<file path="config.mk">
export PLATFORM = sky130hd
export DESIGN_NAME = echo_mixer
export DESIGN_NICKNAME = d
export VERILOG_FILES = /design/src/rtl/echo_mixer.sv
export SDC_FILE = /design/constraint.sdc
export NUM_CORES = 1
export LEC_CHECK = 0
export ABC_AREA = 1
export CAP_MARGIN = 25
export CORE_MARGIN = 10
export CORE_UTILIZATION = 35
export CTS_CLUSTER_DIAMETER = 60
export DETAILED_ROUTE_END_ITERATION = 10
export PLACE_DENSITY = 0.51
export RECOVER_POWER = 25
export SKIP_CTS_REPAIR_TIMING = 1
export SLEW_MARGIN = 20
export SYNTH_ARGS = -nofsm -noshare
export SYNTH_HDL_FRONTEND = slang
export SYNTH_SLANG_ARGS = --single-unit
</file>
<file path="constraint.sdc">
create_clock -name clk -period 11.8 [get_ports clk]
set_clock_uncertainty 0.2 [all_clocks]
set_input_delay 1.77 -clock clk [delete_from_list [all_inputs] [get_ports clk]]
set_output_delay 1.77 -clock clk [all_outputs]
set_load 0.02 [all_outputs]
</file>
<file path="src/rtl/echo_mixer.sv">
// echo_mixer: mix stage after the echo delay-line FIFO.
// Computes wet = dry + mix_gain*delayed and feedback = dry + fb_gain*delayed
// with one shared multiplier, sequenced IDLE -> MUL_MIX -> MUL_FB -> OUT.
// Handshake: vld_i is a single-cycle strobe accepted only in IDLE (busy_o = 0);
// vld_o / fb_vld_o are one-cycle pulses in OUT, with data_o / fb_data_o stable
// during the pulse and held afterwards. A strobe arriving while busy is dropped
// and latches the sticky ovf_o flag.
// Optional feature macro: ECHO_MIXER_SAT_CNT_EN adds the sat_cnt_o counter.
module echo_mixer #(
  parameter int DATA_WIDTH = 16,
  parameter int GAIN_WIDTH = 8
) (
  input  logic                  clk,
  input  logic                  rst,
  input  logic                  en,
  input  logic [DATA_WIDTH-1:0] dry_i,
  input  logic                  vld_i,
  input  logic [DATA_WIDTH-1:0] del_i,
  input  logic [GAIN_WIDTH-1:0] mix_gain,
  input  logic [GAIN_WIDTH-1:0] fb_gain,
  output logic [DATA_WIDTH-1:0] data_o,
  output logic                  vld_o,
  output logic [DATA_WIDTH-1:0] fb_data_o,
  output logic                  fb_vld_o,
  output logic                  busy_o,
  output logic                  ovf_o
`ifdef ECHO_MIXER_SAT_CNT_EN
  ,
  output logic [15:0]           sat_cnt_o
`endif
);

  // product width: signed sample times zero-extended (signed) gain
  localparam int PW = DATA_WIDTH + GAIN_WIDTH + 1;
  // sum width: one guard bit above the sample width
  localparam int SW = DATA_WIDTH + 1;

  localparam logic [DATA_WIDTH-1:0] MAX_VAL = {1'b0, {(DATA_WIDTH-1){1'b1}}};
  localparam logic [DATA_WIDTH-1:0] MIN_VAL = {1'b1, {(DATA_WIDTH-1){1'b0}}};

  typedef enum logic [1:0] {
    IDLE    = 2'd0,
    MUL_MIX = 2'd1,
    MUL_FB  = 2'd2,
    OUT     = 2'd3
  } state_t;

  state_t state, state_nxt;

  // sample captured at accept; gains and en hold for the whole sample
  logic [DATA_WIDTH-1:0] dry_r;
  logic [DATA_WIDTH-1:0] del_r;
  logic [GAIN_WIDTH-1:0] mix_gain_r;
  logic [GAIN_WIDTH-1:0] fb_gain_r;
  logic                  en_r;
  logic [DATA_WIDTH-1:0] mix_res_r;
  logic                  ovf_r;

  // shared arithmetic path
  logic [GAIN_WIDTH-1:0] mul_gain;
  logic [GAIN_WIDTH:0]   mul_b;
  logic signed [PW-1:0]  op_a;
  logic signed [PW-1:0]  op_b;
  logic signed [PW-1:0]  prod;
  logic signed [PW-1:0]  shifted;
  logic signed [SW-1:0]  sum;
  logic [DATA_WIDTH-1:0] sat_val;
  logic                  sat_flag;

`ifdef ECHO_MIXER_SAT_CNT_EN
  logic                  mix_sat_r;
  logic                  fb_sat_r;
  logic [15:0]           sat_cnt_r;
`endif

  // FSM state register
  always_ff @(posedge clk) begin
    if (rst) state <= IDLE;
    else     state <= state_nxt;
  end

  // FSM next-state and strobe outputs
  always_comb begin
    state_nxt = state;
    vld_o     = 1'b0;
    fb_vld_o  = 1'b0;
    busy_o    = (state != IDLE);
    case (state)
      IDLE:    if (vld_i) state_nxt = MUL_MIX;
      MUL_MIX: state_nxt = MUL_FB;
      MUL_FB:  state_nxt = OUT;
      OUT: begin
        state_nxt = IDLE;
        vld_o     = 1'b1;
        fb_vld_o  = en_r;
      end
      default: state_nxt = IDLE;
    endcase
  end

  // shared multiply, floor shift, widened add and saturation
  always_comb begin
    mul_gain = (state == MUL_FB) ? fb_gain_r : mix_gain_r;
    // bypass forces the wet term to zero so the mix result equals dry
    mul_b    = en_r ? {1'b0, mul_gain} : '0;
    op_a     = {{(PW-DATA_WIDTH){del_r[DATA_WIDTH-1]}}, del_r};
    op_b     = {{(PW-GAIN_WIDTH-1){1'b0}}, mul_b};
    prod     = op_a * op_b;
    shifted  = prod >>> GAIN_WIDTH;
    // the scaled term always fits in DATA_WIDTH bits, so SW bits are exact
    sum      = $signed({dry_r[DATA_WIDTH-1], dry_r}) + shifted[SW-1:0];
    sat_flag = (sum[SW-1] != sum[SW-2]);
    if (sat_flag) sat_val = sum[SW-1] ? MIN_VAL : MAX_VAL;
    else          sat_val = sum[DATA_WIDTH-1:0];
  end

  // datapath registers, output holding registers and sticky overrun flag
  always_ff @(posedge clk) begin
    if (rst) begin
      dry_r      <= '0;
      del_r      <= '0;
      mix_gain_r <= '0;
      fb_gain_r  <= '0;
      en_r       <= 1'b0;
      mix_res_r  <= '0;
      data_o     <= '0;
      fb_data_o  <= '0;
      ovf_r      <= 1'b0;
    end else begin
      if (vld_i && state != IDLE) ovf_r <= 1'b1;
      case (state)
        IDLE: begin
          if (vld_i) begin
            dry_r      <= dry_i;
            del_r      <= del_i;
            mix_gain_r <= mix_gain;
            fb_gain_r  <= fb_gain;
            en_r       <= en;
          end
        end
        MUL_MIX: mix_res_r <= sat_val;
        MUL_FB: begin
          data_o    <= mix_res_r;
          fb_data_o <= en_r ? sat_val : '0;
        end
        default: ;
      endcase
    end
  end

  assign ovf_o = ovf_r;

`ifdef ECHO_MIXER_SAT_CNT_EN
  // saturation event counter, one count per sample that clipped
  always_ff @(posedge clk) begin
    if (rst) begin
      mix_sat_r <= 1'b0;
      fb_sat_r  <= 1'b0;
      sat_cnt_r <= '0;
    end else begin
      if (state == MUL_MIX) mix_sat_r <= sat_flag;
      if (state == MUL_FB)  fb_sat_r  <= en_r & sat_flag;
      if (state == OUT && (mix_sat_r || fb_sat_r) && sat_cnt_r != 16'hFFFF)
        sat_cnt_r <= sat_cnt_r + 16'd1;
    end
  end

  assign sat_cnt_o = sat_cnt_r;
`endif

endmodule

</file>
==> impl_metrics.tcl, run 1 <==
set metrics [dict create \
    synth_edf_count 0 \
    async_reset_ff_share_pct 0 \
    yosys_warnings 0 \
    die_area_um2 33200 \
    ios 88 \
    vias_per_cell 4.71 \
    port_buffers 87 \
    grt-ovfl-total 0 \
    rsz0062_at_grt "false" \
    cts_root_buf "clkbuf_16" \
    critPathLaunchType "register" \
    cts_made_buffers 9 \
    num-nets-final 1515 \
    p_total_mw 1.78 \
    cts_sinks 100 \
    cp_common_cell "inv_1" \
    grt_usage_pct 14.9 \
    drive_gt1_share_pct 5.16 \
    combPwrFrac_pct 53.6 \
    synth_top_area_cell "fa_1" \
    wl_per_cell_um 14.4 \
    synth_nets 1451 \
    period_minus_slack_ns 8.96 \
    initial_core_util_pct 35.4 \
    hold_path_class "reg -> reg" \
    crit_family "adder cells" \
    outcome "finished, violations left" \
    critPathKind "reg -> reg" \
    slew_headroom_pct -11.7 \
    dp_hpwl_um 18900 \
    die_x_um 182 \
    drc_errors 0 \
    cellLeakagePower_nw 5.38 \
    n_fill_cell 2705 \
    synthTopCellsByArea "fa_1, dfxtp_1, ha_1" \
    tns_ns 0 \
    pwr-share-clk_pct 17.4 \
    cts.path.max_buffers 2 \
    synth_area_um2 9210 \
    fp.dieH_um 182 \
    fin_util_pct 41.1 \
    drv_slew 34 \
    core_area_um2 26000 \
    irDropWorstVdd_v 0.000155 \
    row_count 59 \
    synthTopCellsByCount "nor2_1, inv_1, nand2_1" \
    cp_data_required_time_ns 11.76 \
    vias 7689 \
    critical_path_arrival_ns 8.93 \
    cts.htree.levels 3 \
    fmax_ghz 0.112 \
    seqPwrFrac_pct 29.0 \
    synth_top_area_share_pct 22.2 \
    slowest_stage "nor3_1" \
    slowest_delay_ns 0.70 \
    ys_types 43 \
    p_int_mw 0.925 \
    switchingPower_mw 0.854 \
    critical_path_buf_inv_count 8 \
    tightest_slew_ns 1.68 \
    area_growth_syn_to_layout_pct 15.9 \
    synth_most_common_cell "nor2_1" \
    cts_tree "built" \
    first_global_vias 8039 \
    clk_pin_slew_ns 0.08 \
    routed_wl_um 23500 \
    first_iter_violations 463 \
    critical_path.max_fanout 40 \
    violations "max-capacitance violations, max-slew violations" \
    max_cap_viol_count 1 \
    gp_congestion 0.848 \
    syn_avg_cell_area_um2 7.49 \
    worst_setup_path_end_kind "register" \
    seq_area_frac_synth_pct 21.7 \
    ys.flop_type "dfxtp_1" \
    swShare_pct 48.0 \
    hold_ws_ns 0.264 \
    grt_pass1_wl_um 41000 \
    power_per_cell_area_nw_per_um2 167 \
    clk_latency_ns 0.36 \
    syn_inst 1230 \
    antenna_found_initial 0 \
    n_antenna_cell 0 \
    setup_violations 0 \
    ys_ff_latch 100 \
    antenna_left 0 \
    hold_viol_final 0 \
    min_period_over_period_pct 76.0 \
    grt_max_degree 72 \
    first_pass_iters 5 \
]
metrics by stage:
step / cell area [um2] / instances / setup WS [ns]
CTS: 10700 / 1634 / 2.75
finish: 10700 / 1634 / 2.84
detailed placement: 10400 / 1618 / 2.79
floorplan: 9210 / 1230 / 4.66
global placement: 10400 / 1618 / 3.04
global route: 10700 / 1634 / 1.86
final cells by class:
type                    count  area [um2]  area share, %
flip-flops and latches    100        2000           18.8
inverters                 225         845           7.91
well taps                 335         419           3.93
multi-input cells         866        6200           58.1
repair buffers             92         905           8.48
clock inverters             7        80.1          0.750
clock buffers               9         225           2.11
worst paths after layout:
path | from | endpoint | slack, ns | cells past startpoint
setup / recovery | state[0] | fb_data_o[9] | 2.84 | 34
hold / removal | mix_gain_r[0] | mix_gain_r[0] | 0.26 | 2
setup reg to reg | state[0] | fb_data_o[9] | 2.84 | 34
hold reg to reg | mix_gain_r[0] | mix_gain_r[0] | 0.26 | 2
power by group through the flow:
stage                     Sequential, mW  Combinational [mW]  Clock, mW
after detailed placement           0.525               0.972          0
after floorplan                    0.534               0.690          0
after global routing               0.531                1.10      0.332
after global placement             0.526               0.968          0
final                              0.516               0.953      0.309
after CTS                          0.518               0.976      0.320
worst register-to-register path, delay by kind of cell, from the launching register on:
family / cells / cell delay [ns]
and+or+nand+nor: 13 / 2.24
DFF: 1 / 0.37
xor gates and xnor gates: 1 / 0.12
AOI/OAI and AO/OA: 5 / 1.06
adders and majority gates: 7 / 3.23
buffers and inverters: 8 / 1.56
cell usage in the layout (no fill, tap or decap), drive strengths merged:
cell type / instances
a211oi: 1
a21boi: 2
a21o: 5
a21oi: 72
a221oi: 1
a31oi: 6
buf: 4
clkbuf: 10
clkdlybuf4s50: 71
clkinv: 6
clkinvlp: 1
dfxtp: 100
dlygate4sd3: 16
fa: 102
ha: 67
inv: 225
nand2: 215
nand3: 23
nand3b: 3
nand4: 2
nor2: 223
nor3: 6
nor4: 1
o2111ai: 1
o211ai: 1
o21ai: 98
o21ba: 1
o21bai: 2
o311ai: 1
o31ai: 1
xnor2: 11
xor2: 21
cell families after synthesis:
group	share of synthesized area, %
flops	21.7
compound gates	11.3
fa+ha+maj	31.3
xor+xnor	3.04
simple gates	21.7
buf+inv	11.0
state kept, by name, indices dropped and copies added (netlist names):
register    count
state           2
mix_gain_r      8
fb_gain_r       8
mix_res_r      16
del_r          16
data_o         16
en_r            1
ovf_o           1
fb_data_o      16
dry_r          16
metal layers:
metal | global-route usage [%] | wire length (um) | up-vias
met3 | 2.02 | 724 | 14
met1 | 20.4 | 11600 | 3675
met2 | 24.5 | 10900 | 101
li1 | - | - | 3899
met5 | 0 | 0 | -
met4 | 3.29 | 248 | 0
Power figures use the tool's default switching activity.
==> run 2: changes to the inputs <==
Settings changed: PLACE_DENSITY 0.51 to 0.53.
Clock period 11.8 ns to 7.9 ns, I/O delays scaled along.
==> impl_metrics.tcl, run 2 (same netlist as run 1, synthesis figures left out) <==
set metrics [dict create \
    outcome "finished clean" \
    max_cap_viol_count 0 \
    min_period_over_period_pct 93.1 \
    cts_made_buffers 9 \
    hold_ws_ns 0.261 \
    drv_slew 0 \
    tns_ns 0 \
    slowest_delay_ns 0.54 \
    rsz0062_at_grt "false" \
    vias 7759 \
    critPathKind "reg -> reg" \
    first_pass_iters 4 \
    clk_latency_ns 0.37 \
    grt_pass1_wl_um 40500 \
    vias_per_cell 4.68 \
    area_growth_syn_to_layout_pct 18.8 \
    slowest_stage "fa_1" \
    drc_errors 0 \
    wl_per_cell_um 14.5 \
    core_area_um2 26000 \
    routed_wl_um 24000 \
    critical_path.max_fanout 10 \
    num-nets-final 1540 \
    irDropWorstVdd_v 0.000265 \
    clk_pin_slew_ns 0.08 \
    grt-ovfl-total 0 \
    n_antenna_cell 0 \
    post-place-ws_ns 0.225 \
    fin_area_um2 10900 \
    cts_tree "built" \
    row_count 59 \
    worst_setup_path_end_kind "register" \
    grt_usage_pct 14.8 \
    setup_violations 0 \
    first_iter_violations 449 \
    initial_core_util_pct 35.4 \
    critPathLaunchType "register" \
    r2r_slack_ns 0.55 \
    cts.path.max_buffers 2 \
    hold_path_class "reg -> reg" \
    final_common_cell "nor2_1" \
    die_x_um 182 \
    setup_slack_ns 0.547 \
    antenna_left 0 \
    cellLeakagePower_nw 5.54 \
    cts_root_buf "clkbuf_16" \
    cts.htree.levels 3 \
    port_buffers 87 \
    gp_congestion 0.890 \
    hold_viol_final 0 \
    grt_max_degree 72 \
    first_global_vias 8041 \
    fp.dieH_um 182 \
    cp_data_required_time_ns 7.96 \
    slew_headroom_pct 48.0 \
    critical_path_arrival_ns 7.41 \
    final_cell_mix "nor2_1, inv_1, nand2_1, fa_1, dfxtp_1" \
    placed_cell_area_um2 10400 \
    power_per_cell_area_nw_per_um2 253 \
    period_minus_slack_ns 7.35 \
    antenna_found_initial 0 \
    fmax_ghz 0.136 \
    cts_sinks 100 \
    dp_hpwl_um 19100 \
    ios 88 \
    die_area_um2 33200 \
    p_total_mw 2.77 \
    tightest_slew_ns 0.780 \
    drive_gt1_share_pct 8.08 \
]
run 2: path summary, 6_finish.rpt:
path,startpoint,endpoint,cells after the start
worst min-delay path,mix_gain_r[0],mix_gain_r[0],2
worst min register to register,mix_gain_r[0],mix_gain_r[0],2
worst max-delay path,state[0],mix_res_r[12],43
worst max register to register,state[0],mix_res_r[12],43
run 2: where the power goes:
part | internal [mW] | switching, mW
logic | 0.559 | 0.970
registers | 0.662 | 0.108
clock network | 0.230 | 0.240
total | 1.45 | 1.32
run 2: metal layers:
| layer | up-vias | wire length (um) | GRT usage, % |
|---|---|---|---|
| met5 | - | 0 | 0 |
| met4 | 0 | 210 | 2.86 |
| met3 | 13 | 970 | 2.37 |
| met2 | 114 | 11300 | 24.9 |
| met1 | 3701 | 11500 | 19.5 |
| li1 | 3931 | - | - |
run 2: area by class of cell:
class,instances,area [um2]
repair buffers,116,1100
flip-flops and latches,100,2000
fillers,2726,15000
clock inverters,7,86.3
well taps,335,419
clock buffers,9,225
multi-input cells,867,6250
inverters,225,855
run 2: worst max-delay path: cells and delay by family, from the launching register on:
| kind | cells | cell delay [ns] |
|---|---|---|
| compound gates | 5 | 0.84 |
| xor+xnor | 1 | 0.20 |
| fa+ha+maj | 7 | 2.65 |
| buf+inv | 12 | 1.04 |
| flops | 1 | 0.37 |
| simple gates | 18 | 1.99 |
run 2: per-stage QoR:
| step | instances | util, % |
|---|---|---|
| global route | 1659 | 42.1 |
| global placement | 1628 | 40.2 |
| CTS | 1644 | 41.4 |
| finish | 1659 | 42.1 |
| floorplan | 1230 | - |
| detailed placement | 1628 | 40.2 |
